==> config.mk <==
export PLATFORM = sky130hd
export DESIGN_NAME = i2c_line_driver
export DESIGN_NICKNAME = d
export VERILOG_FILES = /design/src/rtl/i2c_line_driver.sv
export SDC_FILE = /design/constraint.sdc
export NUM_CORES = 1
export LEC_CHECK = 0
export BUFFER_PORTS_ARGS = -buffer_cell sky130_fd_sc_hd__clkbuf_2
export CORE_ASPECT_RATIO = 0.75
export CORE_MARGIN = 3
export CORE_UTILIZATION = 60
export DETAILED_ROUTE_END_ITERATION = 12
export PLACE_DENSITY_LB_ADDON = 0.1
export SETUP_SLACK_MARGIN = 0.15
export SYNTH_ARGS = -nofsm -noshare
export SYNTH_HDL_FRONTEND = slang
export SYNTH_SLANG_ARGS = --single-unit
export TNS_END_PERCENT = 100
==> constraint.sdc <==
create_clock -name fastClock -period 3.5 [get_ports fastClock]
set_clock_uncertainty 0.05 [all_clocks]
set_input_delay 0.7 -clock fastClock [delete_from_list [all_inputs] [get_ports fastClock]]
set_output_delay 0.7 -clock fastClock [all_outputs]
set_load 0.005 [all_outputs]
==> src/rtl/i2c_line_driver.sv <==
// i2c_line_driver: bit-level I2C master line sequencer.
//
// Executes one bus command at a time (START, STOP, WRITE_BIT, READ_BIT) as
// four equal phases A..D of QUARTER fastClock cycles each, driving SCL/SDA
// through open-drain "drive low" controls. Supports clock stretching by a
// slave and detects arbitration loss on written ones.
//
// Ports:
//   fastClock   - single clock for all logic
//   reset       - synchronous active-high reset
//   cmdValid    - command offered (ignored while cmdReady=0)
//   cmd[1:0]    - 0=START, 1=STOP, 2=WRITE_BIT, 3=READ_BIT
//   txBit       - bit to send for WRITE_BIT, captured at acceptance
//   cmdReady    - idle and able to accept a command
//   sclIn/sdaIn - synchronized, debounced line levels
//   sclDriveLow - 1 pulls SCL low, 0 releases it
//   sdaDriveLow - 1 pulls SDA low, 0 releases it
//   cmdDone     - one-cycle pulse when a command completes
//   rxBit       - bit sampled by the most recent READ_BIT
//   arbLost     - sticky arbitration-loss flag, cleared by START or reset
module i2c_line_driver #(
  parameter int unsigned QUARTER = 4
) (
  input  logic       fastClock,
  input  logic       reset,
  input  logic       cmdValid,
  input  logic [1:0] cmd,
  input  logic       txBit,
  output logic       cmdReady,
  input  logic       sclIn,
  input  logic       sdaIn,
  output logic       sclDriveLow,
  output logic       sdaDriveLow,
  output logic       cmdDone,
  output logic       rxBit,
  output logic       arbLost
);

  localparam logic [1:0] CMD_START = 2'd0;
  localparam logic [1:0] CMD_STOP  = 2'd1;
  localparam logic [1:0] CMD_WRITE = 2'd2;
  localparam logic [1:0] CMD_READ  = 2'd3;

  localparam logic [9:0] TERM_CNT = 10'(QUARTER - 32'd1);

  typedef enum logic [2:0] {
    ST_IDLE = 3'd0,
    ST_A    = 3'd1,
    ST_B    = 3'd2,
    ST_C    = 3'd3,
    ST_D    = 3'd4
  } state_t;

  state_t     state_q, state_d;
  logic [9:0] cnt_q, cnt_d;
  logic [1:0] cmd_q, cmd_d;
  logic       tx_q, tx_d;
  logic       ready_q, ready_d;
  logic       done_q, done_d;
  logic       rx_q, rx_d;
  logic       arb_q, arb_d;
  logic       scl_low_q, scl_low_d;
  logic       sda_low_q, sda_low_d;

  logic       stretch_phase_s;
  logic       stretch_s;
  logic       terminal_s;

  // Line drive pattern {sclLow, sdaLow} for a command in a given phase.
  // A written one leaves SDA released, so after an arbitration loss the
  // line is already released for the remainder of the command.
  function automatic logic [1:0] drive_f(input logic [1:0] c,
                                         input state_t    st,
                                         input logic      tx);
    logic [1:0] d;
    d = 2'b00;
    case (c)
      CMD_START: begin
        case (st)
          ST_A:       d = 2'b00;
          ST_B, ST_C: d = 2'b01;
          ST_D:       d = 2'b11;
          default:    d = 2'b00;
        endcase
      end
      CMD_STOP: begin
        case (st)
          ST_A:    d = 2'b11;
          ST_B:    d = 2'b01;
          default: d = 2'b00;
        endcase
      end
      CMD_WRITE: begin
        case (st)
          ST_A, ST_D: d = {1'b1, ~tx};
          ST_B, ST_C: d = {1'b0, ~tx};
          default:    d = 2'b00;
        endcase
      end
      CMD_READ: begin
        case (st)
          ST_A, ST_D: d = 2'b10;
          default:    d = 2'b00;
        endcase
      end
      default: d = 2'b00;
    endcase
    return d;
  endfunction

  // Phases in which a slave holding SCL low freezes the quarter counter.
  always_comb begin
    stretch_phase_s = 1'b0;
    case (state_q)
      ST_B:    stretch_phase_s = (cmd_q != CMD_START);
      ST_C:    stretch_phase_s = (cmd_q == CMD_WRITE) || (cmd_q == CMD_READ);
      default: stretch_phase_s = 1'b0;
    endcase
    // Only a genuine stretch counts: we released SCL but the line is low.
    stretch_s  = stretch_phase_s & ~scl_low_q & ~sclIn;
    terminal_s = (cnt_q == TERM_CNT);
  end

  // Next-state, counter, sampling and line-drive logic.
  always_comb begin
    state_d   = state_q;
    cnt_d     = cnt_q;
    cmd_d     = cmd_q;
    tx_d      = tx_q;
    ready_d   = ready_q;
    done_d    = 1'b0;
    rx_d      = rx_q;
    arb_d     = arb_q;
    scl_low_d = scl_low_q;
    sda_low_d = sda_low_q;

    case (state_q)
      ST_IDLE: begin
        if (cmdValid) begin
          state_d = ST_A;
          cnt_d   = 10'd0;
          cmd_d   = cmd;
          tx_d    = txBit;
          ready_d = 1'b0;
          if (cmd == CMD_START) begin
            arb_d = 1'b0;
          end else begin
            arb_d = arb_q;
          end
        end else begin
          state_d = ST_IDLE;
        end
      end
      ST_A, ST_B, ST_C, ST_D: begin
        if (stretch_s) begin
          cnt_d = cnt_q;
        end else if (!terminal_s) begin
          cnt_d = cnt_q + 10'd1;
        end else begin
          cnt_d = 10'd0;
          case (state_q)
            ST_A: state_d = ST_B;
            ST_B: state_d = ST_C;
            ST_C: begin
              state_d = ST_D;
              // Last cycle of phase C is the data sample point.
              if (cmd_q == CMD_READ) begin
                rx_d = sdaIn;
              end else if ((cmd_q == CMD_WRITE) && tx_q && !sdaIn) begin
                arb_d = 1'b1;
              end else begin
                rx_d = rx_q;
              end
            end
            ST_D: begin
              state_d = ST_IDLE;
              done_d  = 1'b1;
              ready_d = 1'b1;
            end
            default: state_d = ST_IDLE;
          endcase
        end
      end
      default: begin
        state_d = ST_IDLE;
        ready_d = 1'b1;
      end
    endcase

    // While idle the lines keep their phase-D levels.
    if (state_d != ST_IDLE) begin
      {scl_low_d, sda_low_d} = drive_f(cmd_d, state_d, tx_d);
    end else begin
      scl_low_d = scl_low_q;
      sda_low_d = sda_low_q;
    end
  end

  // State and output registers with synchronous reset.
  always_ff @(posedge fastClock) begin
    if (reset) begin
      state_q   <= ST_IDLE;
      cnt_q     <= 10'd0;
      cmd_q     <= 2'd0;
      tx_q      <= 1'b0;
      ready_q   <= 1'b1;
      done_q    <= 1'b0;
      rx_q      <= 1'b0;
      arb_q     <= 1'b0;
      scl_low_q <= 1'b0;
      sda_low_q <= 1'b0;
    end else begin
      state_q   <= state_d;
      cnt_q     <= cnt_d;
      cmd_q     <= cmd_d;
      tx_q      <= tx_d;
      ready_q   <= ready_d;
      done_q    <= done_d;
      rx_q      <= rx_d;
      arb_q     <= arb_d;
      scl_low_q <= scl_low_d;
      sda_low_q <= sda_low_d;
    end
  end

  assign cmdReady    = ready_q;
  assign cmdDone     = done_q;
  assign rxBit       = rx_q;
  assign arbLost     = arb_q;
  assign sclDriveLow = scl_low_q;
  assign sdaDriveLow = sda_low_q;

endmodule

==> flow_summary.ini <==
[cts]
htreeDepth = 1
clk_latency_ns = 0.30
cts_made_buffers = 3
clk_pin_slew_ns = 0.11
cts_tree = yes
cts_sinks = 22
cts_setup_buffers = 0
hold_buffers = 0
cts_resized = 0
clk_path_buf_depth = 2
clock-root-buffer = clkbuf_4

[power_and_ir_drop]
peakVddDrop_mv = 0.2911
p_leak_uw = 0.0004902
p_seq_frac = 0.580
p_per_area_nw_per_um2 = 368.7
switching_power_uw = 111.3
p_clk_frac = 0.291
power_frac_comb = 0.128
swShare = 0.2425
power.internal_uw = 347.7

[hold_path]
hp-class = flop to flop
hp-start = rxBit$_SDFFE_PP0P_

[critical_path]
worstSetupEndpointType = flop
startpoint_type = flop
crit_required_ns = 3.65
slowest_delay_ns = 0.78
cp.arrival_ns = 2.55
critical_path.max_fanout = 11
cp-startpoint = state_q[2]$_SDFF_PP0_
cp_slowest_cell = a31oi_1
reg2reg_from = state_q[2]$_SDFF_PP0_
rrSetupSlack_ns = 1.10
crit_type = flop to flop
cp_cell_sequence = inv_1 > o2111ai_1 > a31oi_1 > nand4b_1 > xor2_1 > nor2_1
cp_top_family = compound AO/OA/AOI/OAI gates
crit_buf_inv = 1

[yosys]
synth_compound_area_frac = 0.1519
synth-simple-area-share = 0.2974
yosysWarnings = 0
synth_area_um2 = 1161
ys_seq_area_frac = 0.3793
synth-xor-area-share = 0.08297
synthArstFlopShare = 0
synth-seq-cells = 22
synthFlopType = dfxtp_1
synth_fa_ha_area_frac = 0.01078
syn_avg_cell_area_um2 = 8.475
synthCells = 137
synth_nets = 146
synth.area.mux_share = 0.02586
synth_edf_count = 0
synth_cell_type_count = 41
synth_top_family_by_area = simple AND/OR/NAND/NOR gates

[sta]
hold_violations = 0
rsz0062_at_grt = no
slew_headroom = 0.4225
fin_crit_ns = 2.405
setup_viol = 0
setup_tns_ns = 0
tightest_slew_ns = 0.8622
fmax_mhz = 415.9
fin_crit_sh = 0.6870
maxSlewViolCount = 0

[route]
via_count = 1033
ant_nets = 0
via_per_inst = 6.112
wirelength_mm = 2.434
wl_per_cell_um = 14.40
first_pass_iters = 4
drt_iter0_markers = 66
route.detailed.drc = 0

[final_layout]
final_cells = 169
n_antenna_cell = 0
nets = 157
areaGrowthSynthToFinish_pct = 7.219
drive_gt1_frac = 0.1701

[grt]
grt_usage = 0.2114
grt_pass1_wl_mm = 4.050
overflow = 0
grt_pass1_vias = 843
antenna_found_initial = 0
grt_max_degree = 15

[floorplanning]
die_x_um = 56.80
die_h_um = 44.10
die-area_um2 = 2504
ioPinCount = 14
initial_core_util = 0.6549
rows = 13
core_area_um2 = 1773

[place]
hpwl_mm = 1.879
portBuffers = 13
place.gp.congestion = 0.8799
dp_cells = 165

[job]
maxCapViolations = 0

[outcome]
status = complete, no violations
-- logic make-up after synthesis --
kind of cell | after synthesis
compound gates | 24
mux | 3
xor+xnor | 11
buf+inv | 11
simple gates | 65
fa+ha+maj | 1
flops | 22
-- state kept, by name, indices dropped and copies added (netlist names) --
| register | count |
|---|---|
| arbLost | 1 |
| cmdDone | 1 |
| cmdReady | 1 |
| cmd_q | 2 |
| cnt_q | 10 |
| rxBit | 1 |
| sclDriveLow | 1 |
| sdaDriveLow | 1 |
| state_q | 3 |
| tx_q | 1 |
-- cells in the final DEF, fill, tap and decap left out, drive strengths merged, types with 2 or more instances in the layout --
cell type | synthesis | final
a211oi | 2 | 2
a21oi | 8 | 8
and3 | 4 | 4
clkbuf | 1 | 17
dfxtp | 22 | 22
inv | 4 | 4
mux2i | 3 | 3
nand2 | 7 | 7
nand3 | 5 | 5
nand4b | 3 | 3
nor2 | 27 | 27
nor2b | 3 | 3
nor3 | 7 | 7
nor4 | 2 | 2
or2 | 2 | 2
xnor2 | 7 | 7
xor2 | 4 | 4
-- synthesized netlist by cell type (2+ instances only) --
cell type / number / area, µm²
and3_1: 4 / 25.02
buf_4: 2 / 15.01
inv_1: 4 / 15.01
nor2_1: 27 / 101.4
or2_2: 2 / 12.51
nand3_1: 5 / 25.02
xnor2_1: 7 / 61.31
xor2_1: 4 / 35.03
nor4_2: 2 / 25.02
a21oi_1: 8 / 40.04
nand4b_1: 3 / 26.28
dfxtp_1: 22 / 440.4
nor2b_1: 3 / 18.77
nor3_1: 7 / 35.03
mux2i_1: 3 / 30.03
buf_2: 3 / 15.01
nand2_1: 7 / 26.28
-- power groups by stage --
stage / Combinational [µW] / Clock, µW / Sequential, µW
after detailed placement: 58.1 / 0 / 272
after global routing: 65.3 / 148 / 268
after CTS: 58.4 / 140 / 266
after floorplan: 44.9 / 0 / 270
final: 58.8 / 134 / 266
after global placement: 57.1 / 0 / 272
-- through the flow --
step | instance area (µm²) | util | setup slack (ns) | hold WS [ns] | power, µW
finish | 1245 | 0.7022 | 1.095 | 0.4701 | 459.0
global route | 1245 | 0.7022 | 0.9671 | 0.5027 | 481.6
CTS | 1245 | 0.7022 | 1.177 | 0.4735 | 464.9
detailed placement | 1209 | 0.6817 | 1.048 | 0.4457 | 330.2
global placement | 1209 | 0.6817 | 1.016 | 0.4236 | 328.8
floorplan | 1161 | - | 1.483 | 0.4356 | 314.5
-- path summary, 6_finish.rpt --
path	depth (start not counted)	endpoint
worst min-delay path	2	rxBit$_SDFFE_PP0P_
worst max-delay path	6	cnt_q[6]$_SDFFE_PP0P_
worst max register to register	6	cnt_q[6]$_SDFFE_PP0P_
worst min register to register	2	rxBit$_SDFFE_PP0P_
-- per-layer routing --
metal | GRT usage | routed length (µm) | part of all wire | vias up
met3 | 0.05248 | 233 | 0.096 | 6
met1 | 0.3116 | 1147 | 0.47 | 469
li1 | - | - | - | 502
met5 | 0 | 0 | 0 | -
met2 | 0.3249 | 1028 | 0.42 | 56
met4 | 0.02778 | 23 | 0.0094 | 0
-- worst min-delay path: cells and delay by family (launching register included) --
| kind | cells | cell delay [ns] |
|---|---|---|
| AND/OR/NAND/NOR | 1 | 0.07 |
| multiplexers | 1 | 0.07 |
| flip-flops | 1 | 0.35 |
-- cell type report --
| type | count | area (µm²) |
|---|---|---|
| sequential | 22 | 440.4 |
| fill | 143 | 528.0 |
| inverter | 4 | 15.01 |
| multi-input combinational | 104 | 660.6 |
| tap | 22 | 27.53 |
| timing repair buffer | 13 | 65.06 |
| clock buffer | 4 | 36.28 |
(Power assumes the default switching activity.)
